--- src/rtl/rf_wb_arbiter.sv ---
// Register-file write-port arbiter: pipeline writeback vs. buffered long-latency results,
// with a starvation bound on the buffered path and a busy scoreboard for RAW hazard detection.
module rf_wb_arbiter #(
   parameter int DEPTH      = 2,
   parameter int STARVE_MAX = 4
) (
   input  logic        clk,
   input  logic        rst,
   input  logic        p_valid,
   output logic        p_ready,
   input  logic [4:0]  p_waddr,
   input  logic [31:0] p_wdata,
   input  logic        l_valid,
   output logic        l_ready,
   input  logic [4:0]  l_waddr,
   input  logic [31:0] l_wdata,
   input  logic        issue_valid,
   input  logic [4:0]  issue_rd,
   input  logic [4:0]  rs1,
   input  logic [4:0]  rs2,
   output logic        hazard,
   output logic [31:0] busy,
   output logic        rf_wen,
   output logic [4:0]  rf_waddr,
   output logic [31:0] rf_wdata
);
   localparam int AW = $clog2(DEPTH);
   localparam int SW = $clog2(STARVE_MAX + 1);

   typedef struct packed {
      logic [4:0]  addr;
      logic [31:0] data;
   } entry_t;

   entry_t          mem_q [DEPTH];
   entry_t          mem_d [DEPTH];
   logic [AW:0]     wr_ptr_q, wr_ptr_d, rd_ptr_q, rd_ptr_d;
   logic [SW-1:0]   starve_q, starve_d;
   logic [31:0]     busy_q, busy_d;
   logic            rf_wen_q, rf_wen_d, src_l_q, src_l_d;
   logic [4:0]      rf_waddr_q, rf_waddr_d;
   logic [31:0]     rf_wdata_q, rf_wdata_d;

   logic   empty, full, force_l, grant_p, grant_h, push;
   entry_t head;

   always_comb begin
      empty   = (wr_ptr_q == rd_ptr_q);
      full    = (wr_ptr_q[AW] != rd_ptr_q[AW]) && (wr_ptr_q[AW-1:0] == rd_ptr_q[AW-1:0]);
      head    = mem_q[rd_ptr_q[AW-1:0]];
      force_l = !empty && (starve_q == SW'(STARVE_MAX));
      grant_p = p_valid && !force_l;
      grant_h = !empty && (!p_valid || force_l);
      push    = l_valid && l_ready;
   end

   // A full FIFO can still accept when its head drains in the same cycle.
   assign p_ready  = !force_l;
   assign l_ready  = !full || grant_h;
   assign busy     = busy_q;
   assign hazard   = ((rs1 != 5'd0) && busy_q[rs1]) || ((rs2 != 5'd0) && busy_q[rs2]);
   assign rf_wen   = rf_wen_q;
   assign rf_waddr = rf_waddr_q;
   assign rf_wdata = rf_wdata_q;

   always_comb begin
      mem_d    = mem_q;
      wr_ptr_d = wr_ptr_q;
      rd_ptr_d = rd_ptr_q;
      if (push) begin
         mem_d[wr_ptr_q[AW-1:0]] = '{addr: l_waddr, data: l_wdata};
         wr_ptr_d = wr_ptr_q + (AW+1)'(1);
      end
      if (grant_h)
         rd_ptr_d = rd_ptr_q + (AW+1)'(1);

      starve_d = starve_q;
      if (empty || grant_h)
         starve_d = '0;
      else if (grant_p && (starve_q != SW'(STARVE_MAX)))
         starve_d = starve_q + SW'(1);

      rf_wen_d   = 1'b0;
      src_l_d    = 1'b0;
      rf_waddr_d = rf_waddr_q;
      rf_wdata_d = rf_wdata_q;
      if (grant_h) begin
         rf_waddr_d = head.addr;
         rf_wdata_d = head.data;
         rf_wen_d   = (head.addr != 5'd0);
         src_l_d    = 1'b1;
      end else if (grant_p) begin
         rf_waddr_d = p_waddr;
         rf_wdata_d = p_wdata;
         rf_wen_d   = (p_waddr != 5'd0);
      end

      // Clear on the commit edge first so a same-cycle re-issue keeps the bit set.
      busy_d = busy_q;
      if (rf_wen_q && src_l_q)
         busy_d[rf_waddr_q] = 1'b0;
      if (issue_valid && (issue_rd != 5'd0))
         busy_d[issue_rd] = 1'b1;
      busy_d[0] = 1'b0;
   end

   always_ff @(posedge clk or posedge rst) begin
      if (rst) begin
         mem_q      <= '{default: '0};
         wr_ptr_q   <= '0;
         rd_ptr_q   <= '0;
         starve_q   <= '0;
         busy_q     <= '0;
         rf_wen_q   <= 1'b0;
         src_l_q    <= 1'b0;
         rf_waddr_q <= '0;
         rf_wdata_q <= '0;
      end else begin
         mem_q      <= mem_d;
         wr_ptr_q   <= wr_ptr_d;
         rd_ptr_q   <= rd_ptr_d;
         starve_q   <= starve_d;
         busy_q     <= busy_d;
         rf_wen_q   <= rf_wen_d;
         src_l_q    <= src_l_d;
         rf_waddr_q <= rf_waddr_d;
         rf_wdata_q <= rf_wdata_d;
      end
   end
endmodule

--- config.mk ---
export PLATFORM = sky130hd
export DESIGN_NAME = rf_wb_arbiter
export DESIGN_NICKNAME = d
export VERILOG_FILES = /design/src/rtl/rf_wb_arbiter.sv
export SDC_FILE = /design/constraint.sdc
export NUM_CORES = 1
export LEC_CHECK = 0
export ABC_AREA = 1
export BUFFER_PORTS_ARGS = -buffer_cell sky130_fd_sc_hd__buf_2
export CAP_MARGIN = 30
export CORE_ASPECT_RATIO = 1.1
export CORE_MARGIN = 4
export CORE_UTILIZATION = 49
export CTS_CLUSTER_DIAMETER = 50
export DETAILED_ROUTE_END_ITERATION = 12
export MAX_ROUTING_LAYER = met4
export PLACE_DENSITY = 0.83
export SYNTH_ARGS = -nofsm -noshare
export SYNTH_HDL_FRONTEND = slang
export SYNTH_SLANG_ARGS = --single-unit
--- constraint.sdc ---
create_clock -name clk -period 4.53 [get_ports clk]
set_input_delay 0.453 -clock clk [delete_from_list [all_inputs] [get_ports clk]]
set_output_delay 0.453 -clock clk [all_outputs]
set_load 0.1 [all_outputs]
== Yosys cells after proc, flatten, opt, wreduce, memory -nomap -nowiden ==
Index checks and enable logic that the tools add are counted.
Word-level totals
  register bits: 151
  output and inout port bits: 73
Cells by class
  add/subtract/negate cells: 3
  $lt $le $gt $ge: 9
  eq/ne operators: 5
  multiplexer cells: 25
  bitwise gates (word level): 5
  reduce and logical (&&, ||, !) cells: 28
Operators with widths (number)
  37-bit two-way mux: 4
  32-bit two-way mux: 4
  74-bit bitwise mux: 1
  37-bit demux with 1-bit select: 1
  32-bit AND: 1
  32-bit NOT: 1
  32-bit bitwise OR: 1
  5-bit nonzero test: 5
  5-bit by 6-bit less-than comparator with 1-bit output (second input constant): 4
  1-bit logical AND: 13
  1-bit binary-select mux with 5-bit select: 2
  1-bit demux with 5-bit select: 2
  5-bit by 1-bit >= comparator with 1-bit output (second input constant): 2
  5-bit two-way mux: 2
  1-bit two-way mux: 7
  3-bit two-way mux: 2
  2-bit by 1-bit adder with 2-bit output (second input constant): 2
  2-bit >= comparator (second input constant): 2
  1-bit logical NOT: 4
  1-bit logical OR: 4
  1-bit NOT with 2-bit output: 2
  2-bit nonzero test: 2
  3-bit by 1-bit adder with 3-bit output (second input constant): 1
  3-bit == test (second input constant): 1
  5 further kinds: 5

== Longest topological paths before layout ==
Gate-level depths: netlist of run 1.
  depth in word-level cells: 9
  mapped depth: 13

== Worst setup path after synthesis of run 1 ==
OpenSTA, ideal clock, no wires.
  path type: register to output
  start point: register busy_q[21] (netlist: busy[21])
  end point: output hazard
  arrival: 2.180 ns
  slack: 1.897 ns
  stages on the path, launching flop included: 13
  cell sequence: dfrtp_1 > inv_1 > nand2_1 > nand3_1 > nand2_1 > nand2_1 > nand2_1 > inv_1 > nand2_1 > nand2_1 > nand2_1 > inv_1 > nand2_1
On the way
  longest elaborated chain between the ends: 4
  elaborated cells between the ends (all ways): 7
  classes of those cells: mux (4); reduce/logical (3)
RTL lines
  start: declaration: RTL line 39  | logic [31:0] busy_q, busy_d;
  start signal: assignment: RTL line 123  | busy_q <= busy_d;
  1-bit binary-select mux with 5-bit select: RTL line 61  | assign hazard = ((rs1 != 5'd0) && busy_q[rs1]) || ((rs2 != 5'd0) && busy_q[rs2]);
  1-bit two-way mux (not written as such): RTL line 61
  1-bit logical AND: RTL line 61
  1-bit logical OR *: RTL line 61
  end: declaration: RTL line 21  | output logic hazard,
Every way passes the cells marked *; elsewhere a longest branch is shown, timed or not. The select of a mux whose other input is x is not followed.

== Worst setup path after layout of run 1 ==
  start point: register rd_ptr_q[0]
  end point: output l_ready
On the way
  longest elaborated chain between the ends: 6
  elaborated cells between the ends (all ways): 9
  classes of those cells: eq/ne (2); reduce/logical (7)
RTL lines
  start: declaration: RTL line 37  | logic [AW:0] wr_ptr_q, wr_ptr_d, rd_ptr_q, rd_ptr_d;
  start signal: assignment: RTL line 121  | rd_ptr_q <= rd_ptr_d;
  2-bit == test: RTL line 48  | empty = (wr_ptr_q == rd_ptr_q);
  1-bit logical NOT: RTL line 51, 53
  1-bit logical AND: RTL line 51  | force_l = !empty && (starve_q == SW'(STARVE_MAX));
  1-bit logical OR: RTL line 53  | grant_h = !empty && (!p_valid || force_l);
  1-bit logical AND: RTL line 53
  1-bit logical OR *: RTL line 59  | assign l_ready = !full || grant_h;
  end: declaration: RTL line 14  | output logic l_ready,
Every way passes the cells marked *; elsewhere a longest branch is shown, timed or not.

==> out/qor.yml, run 1 <==
avgSynthCellArea_sq_um: 7.85
synth_area_leaders: "dfrtp_1 52%, nand2_1 17%, o21ai_0 6.7%"
ys_types: 33
grt_usage_pct: 24.7
maxCapViolations: 0
cp_max_fo: 39
final_max_slew_viol_count: 0
r2r_cells: 8
path_cells: "xnor2_1, nand2_2, a21boi_4, nand2_4, buf_2"
synth.top_cell.area_share_pct: 51.6
grt_pass1_wl_microns: 33000
cp.required_ns: 4.08
synth_top_area_cell: "dfrtp_1"
post-cts-setup-buffer-count: 0
crit_path_top_delay_cell: "dfrtp_2"
cts_hold_buf: 0
fin_nets: 1179
post-place-ws_ns: 1.75
cts_buffer_depth: 2
min_period_over_period_pct: 63.7
crit_path_end_kind: "output pin"
multi_input_area_sq_um: 2950
portBuffers: 165
chipHeight_microns: 136
boundaryPins: 167
async_flop_share_pct: 100
synth_cells: 932
design.core.area_sq_um: 14600
min_path_type: "primary input to async pin"
wl_per_cell_microns: 15.5
status: "completed"
antennaDiodeCount: 0
ys.flop_type: "dfrtp_1"
fillers: 1252
via_count: 6863
synth_warnings: 0
arrival_ns: 2.43
syn_area_sq_um: 7320
die-width_microns: 125
ys_seq_area_share_pct: 51.6
finalSetupTns_ns: 0
drc: 0
ys_ff_latch: 151
clock_latency_ns: 0.42
area_delta_synth_final_pct: 20.5
gp_congestion: 1.00
dr.pass1.iters: 5
cts.clk_slew.worst_paths_ns: 0.06
fmax_mhz: 347
numCtsBuffers: 17
rsz0062_at_grt: "no"
path_class: "register to output pin"
slew_headroom_pct: 37.4
hold_viol: 0
min_period_ns: 2.88
grt_pass1_vias: 6709
grt_remaining_overflow: 0
row_count: 46
syn_nets: 1028
cts_root_buffer: "clkbuf_16"
via_per_inst: 5.33
hpwl_microns: 14200
wirelength_microns: 20000
grt_antenna_before_repair: 0
clkSinkCount: 151
cts_tree: "yes"
grt_max_degree: 87
drt_iter0_drc: 623
register_area_sq_um: 3780
ant_nets: 0
critPathMaxStageDelay_ns: 0.98
die_area_sq_um: 17000
drive_above_1_share_pct: 19.7
cts_max_level: 4
start_util_pct: 50.3
synth_edf_count: 0
worst_pin_slew_ns: 0.939
setup_ws_ns: 1.65
fin_worst_skew_ns: 0.0112
cts-resized-gates: 0
setup_viol: 0
worst_setup_path_start_kind: "register"
through the flow:
| step | hold slack, ns | instance area, sq um | util (%) | instances |
|---|---|---|---|---|
| after global placement | 0.450 | 8220 | 56.5 | 1255 |
| after CTS | 0.205 | 8820 | 60.6 | 1288 |
| after detailed placement | 0.464 | 8240 | 56.6 | 1256 |
| after floorplan | 0.430 | 7320 | - | 932 |
| after global routing | 0.251 | 8820 | 60.6 | 1288 |
| final | 0.179 | 8820 | 60.6 | 1288 |
registers in the layout, summed over array words and instances, names as in the netlist:
register	flops
rf_wen	1
starve_q	3
src_l_q	1
rf_wdata	32
rd_ptr_q	2
rf_waddr	5
wr_ptr_q	2
mem_q	74
busy	31
cells in the final DEF (no fill, tap or decap), drive strengths merged:
cell type / instances
xor2: 2
a31oi: 2
nand3b: 2
o22ai: 1
xnor2: 4
clkinvlp: 4
inv: 100
clkinv: 4
or2: 1
a21boi: 1
nand3: 77
ha: 2
o211ai: 5
dfrtp: 151
nand2: 341
o221ai: 1
o21ai: 151
nor3: 5
nor4: 1
nor2: 13
nor2b: 1
conb: 1
mux2i: 14
clkbuf: 21
buf: 173
a21oi: 16
bufinv: 2
final timing paths:
kind,start,to,slack (ns)
worst max-delay path,rd_ptr_q[0],l_ready,1.65
worst min-delay path,rst,busy[19],0.18
worst max register to register,rd_ptr_q[0],rf_waddr[4],1.72
worst min register to register,rf_wdata[31],rf_wdata[31],0.48
max in group asynchronous,rst,mem_q[7],3.35
min in group clk,p_wdata[23],rf_wdata[23],0.25
cell type report:
cell class	count	area share, %
sequential	151	42.8
multi-input combinational	641	33.4
timing repair buffer	173	10.2
clock buffer	21	5.22
inverter	99	4.27
tap	192	2.72
clock inverter	11	1.39
worst max-delay path, delay by kind of cell, from the launching register on:
family / cells / cell delay, ns
and+or+nand+nor: 2 / 0.30
xor gates and xnor gates: 1 / 0.21
DFF: 1 / 0.98
buffers and inverters: 1 / 0.44
AOI/OAI and AO/OA: 1 / 0.09
kinds of logic after synthesis:
group | share of synthesized area, %
other | 0.0512
XOR/XNOR | 0.718
multiplexers | 1.91
adder cells (fa/ha/maj) | 0.342
AND/OR/NAND/NOR | 24.6
flip-flops | 51.6
buffers and inverters | 8.24
AO/OA/AOI/OAI | 12.6
cell usage after synthesis, types with 4 or more instances:
library cell,number
mux2i_1,14
nor3_1,5
nand3_1,75
buf_4,10
clkbuf_1,12
nor2_1,13
buf_2,13
o211ai_1,5
dfrtp_1,151
a21oi_1,16
nand2_1,337
o21ai_0,98
xnor2_1,4
inv_1,97
o21ai_1,53
layer usage:
layer	part of all wire (%)	global-route usage, %	vias to the layer above
met1	40	30.5	3188
met4	2.6	9.68	0
met2	48	40.0	343
met5	0	-	-
met3	8.9	5.46	47
li1	-	-	3285
Power of run 1 is not shown: default switching activity piles up to over one toggle a cycle in this logic, so the estimate is an artifact.
==> run 2, diff against run 1 <==
ABC_AREA = 0   (was 1)
clock period = 2.5 ns   (was 4.53 ns; I/O delays follow)
==> out/qor.yml, run 2 <==
row_count: 46
design.core.area_sq_um: 14600
synth_cells: 634
synth_common_cells: "151 x dfrtp_1, 88 x o21ai_0, 47 x mux2_2, 47 x nand2_1, 46 x nor2_1"
largest_reg_flops: 74
portBuffers: 165
synth.most_common_cell: "dfrtp_1"
grt_usage_pct: 22.0
slew_headroom_pct: 45.8
cts_root_buffer: "clkbuf_16"
start_util_pct: 50.6
ys_types: 46
gp_congestion: 0.970
final_max_slew_viol_count: 0
boundaryPins: 167
drt_iter0_drc: 311
synthXorXnorAreaFrac_pct: 0.713
final_cell_mix: "164 x buf_2, 122 x dfrtp_1, 88 x o21ai_0"
area_delta_synth_final_pct: 22.9
grt_antenna_before_repair: 2
synth_edf_count: 0
die_area_sq_um: 17100
drive_above_1_share_pct: 43.6
drc: 0
rsz0062_at_grt: "no"
synth_top_area_cell: "dfrtp_1"
cp_max_fo: 4
hold_viol: 0
syn_nets: 730
r2r_cells: 6
min_period_ns: 2.37
ys.flop_type: "dfrtp_1"
worst_setup_path_start_kind: "register"
ys_seq_area_share_pct: 51.2
synth.top_cell.area_share_pct: 51.2
fin_worst_skew_ns: 0.0129
finalSetupTns_ns: 0
hpwl_microns: 13000
synth_top_family_by_area: "multiplexers"
synth_simple_gate_area_share_pct: 10.8
cts_max_level: 4
via_per_inst: 5.53
status: "completed"
worst_pin_slew_ns: 0.813
path_class: "register to output pin"
arrival_ns: 2.12
avgSynthCellArea_sq_um: 11.6
fmax_mhz: 421
cp.required_ns: 2.25
min_path_cells: 3
grt_pass1_wl_microns: 29300
wl_per_cell_microns: 17.7
synth_area_leaders: "dfrtp_1 51%, mux2_2 7.2%, mux2_4 6.1%"
chipHeight_microns: 137
dp_cells: 967
dpl_cell_area_sq_um: 8450
cts_tree: "yes"
ant_nets: 0
final_common_cell: "buf_2"
clkSinkCount: 151
async_flop_share_pct: 100
wirelength_microns: 17700
grt_remaining_overflow: 0
hold_slack_ns: 0.0269
min_path_type: "primary input to register"
synth_compound_area_share_pct: 12.4
grt_pass1_vias: 5629
regToRegSetupSlack_ns: 0.32
cts_buffer_depth: 2
synthAdderAreaFrac_pct: 0.339
clock_latency_ns: 0.43
dr.pass1.iters: 5
grt_max_degree: 56
synthMuxAreaShare_pct: 20.4
fin_area_sq_um: 9060
fin_nets: 892
regMostFlops: "mem_q"
syn_area_sq_um: 7370
finalNonFillerCells: 1003
synth_warnings: 0
ys_ff_latch: 151
setup_viol: 0
crit_path_end_kind: "output pin"
die-width_microns: 125
cts.clk_slew.worst_paths_ns: 0.06
via_count: 5551
maxCapViolations: 0
min_period_over_period_pct: 95.0
numCtsBuffers: 17
run 2: cell types whose count changed in the layout (fill, tap and decap cells not counted), moves of 16 or more:
cell | before | now
dfrtp_1 | 150 | 122
dfrtp_2 | 1 | 29
inv_1 | 96 | 5
mux2_2 | 0 | 47
mux2_4 | 0 | 30
nand2_1 | 337 | 47
nand3_1 | 75 | 6
nor2_1 | 12 | 45
nor2b_1 | 1 | 17
o21ai_1 | 53 | 0
run 2: logic make-up after synthesis:
group / Yosys count
AO/OA/AOI/OAI: 153
flip-flops: 151
adder cells (fa/ha/maj): 2
AND/OR/NAND/NOR: 160
multiplexers: 116
buffers and inverters: 45
XOR/XNOR: 6
other: 1
run 2: critical path: stages, from the launching register on:
cell and delay (ns):
dfrtp_2 0.43, mux4_2 0.50, nor4b_2 0.22, nor2_1 0.07, nand4_1 0.09, nand4_1 0.09, buf_2 0.30
run 2: final cells by class:
| cell class | instances | area, sq um |
|---|---|---|
| inverter | 6 | 26.3 |
| tap | 192 | 240 |
| fill | 1136 | 5500 |
| multi-input combinational | 438 | 3330 |
| sequential | 151 | 3810 |
| clock inverter | 15 | 154 |
| timing repair buffer | 182 | 1070 |
| clock buffer | 17 | 425 |
| antenna | 2 | 5.00 |
run 2: final timing paths:
path | from | endpoint
worst max-delay path | busy[7] | hazard
worst min-delay path | p_wdata[8] | rf_wdata[8]
max in group asynchronous | rst | busy[28]
worst max register to register | wr_ptr_q[0] | rd_ptr_q[0]
min in group asynchronous | rst | busy[3]
worst min register to register | rf_wdata[9] | rf_wdata[9]
run 2: repair_timing:
item | 4_1_cts | 5_1_grt
hold endpoints to repair | 0 | 34
hold buffers | 0 | 1
gates resized for setup | 0 | 0
buffers inserted | 0 | 0
run 2: per-stage QoR:
stage	utilization, %	setup WS, ns
6_report	62.2	0.126
5_1_grt	62.2	0.0385
4_1_cts	62.0	0.107
3_5_place_dp	58.0	0.321
3_3_place_gp	58.0	0.378
2_1_floorplan	-	-0.134
run 2: per-layer routing:
metal | vias up | routed length [microns] | part of all wire (%) | GRT usage (%)
met1 | 2717 | 7280 | 41 | 27.1
met2 | 194 | 8780 | 49 | 35.3
met4 | 0 | 362 | 2.0 | 6.81
met3 | 25 | 1320 | 7.4 | 6.67
li1 | 2615 | - | - | -
met5 | - | 0 | 0 | -
Power of run 2 is left out for the same reason.
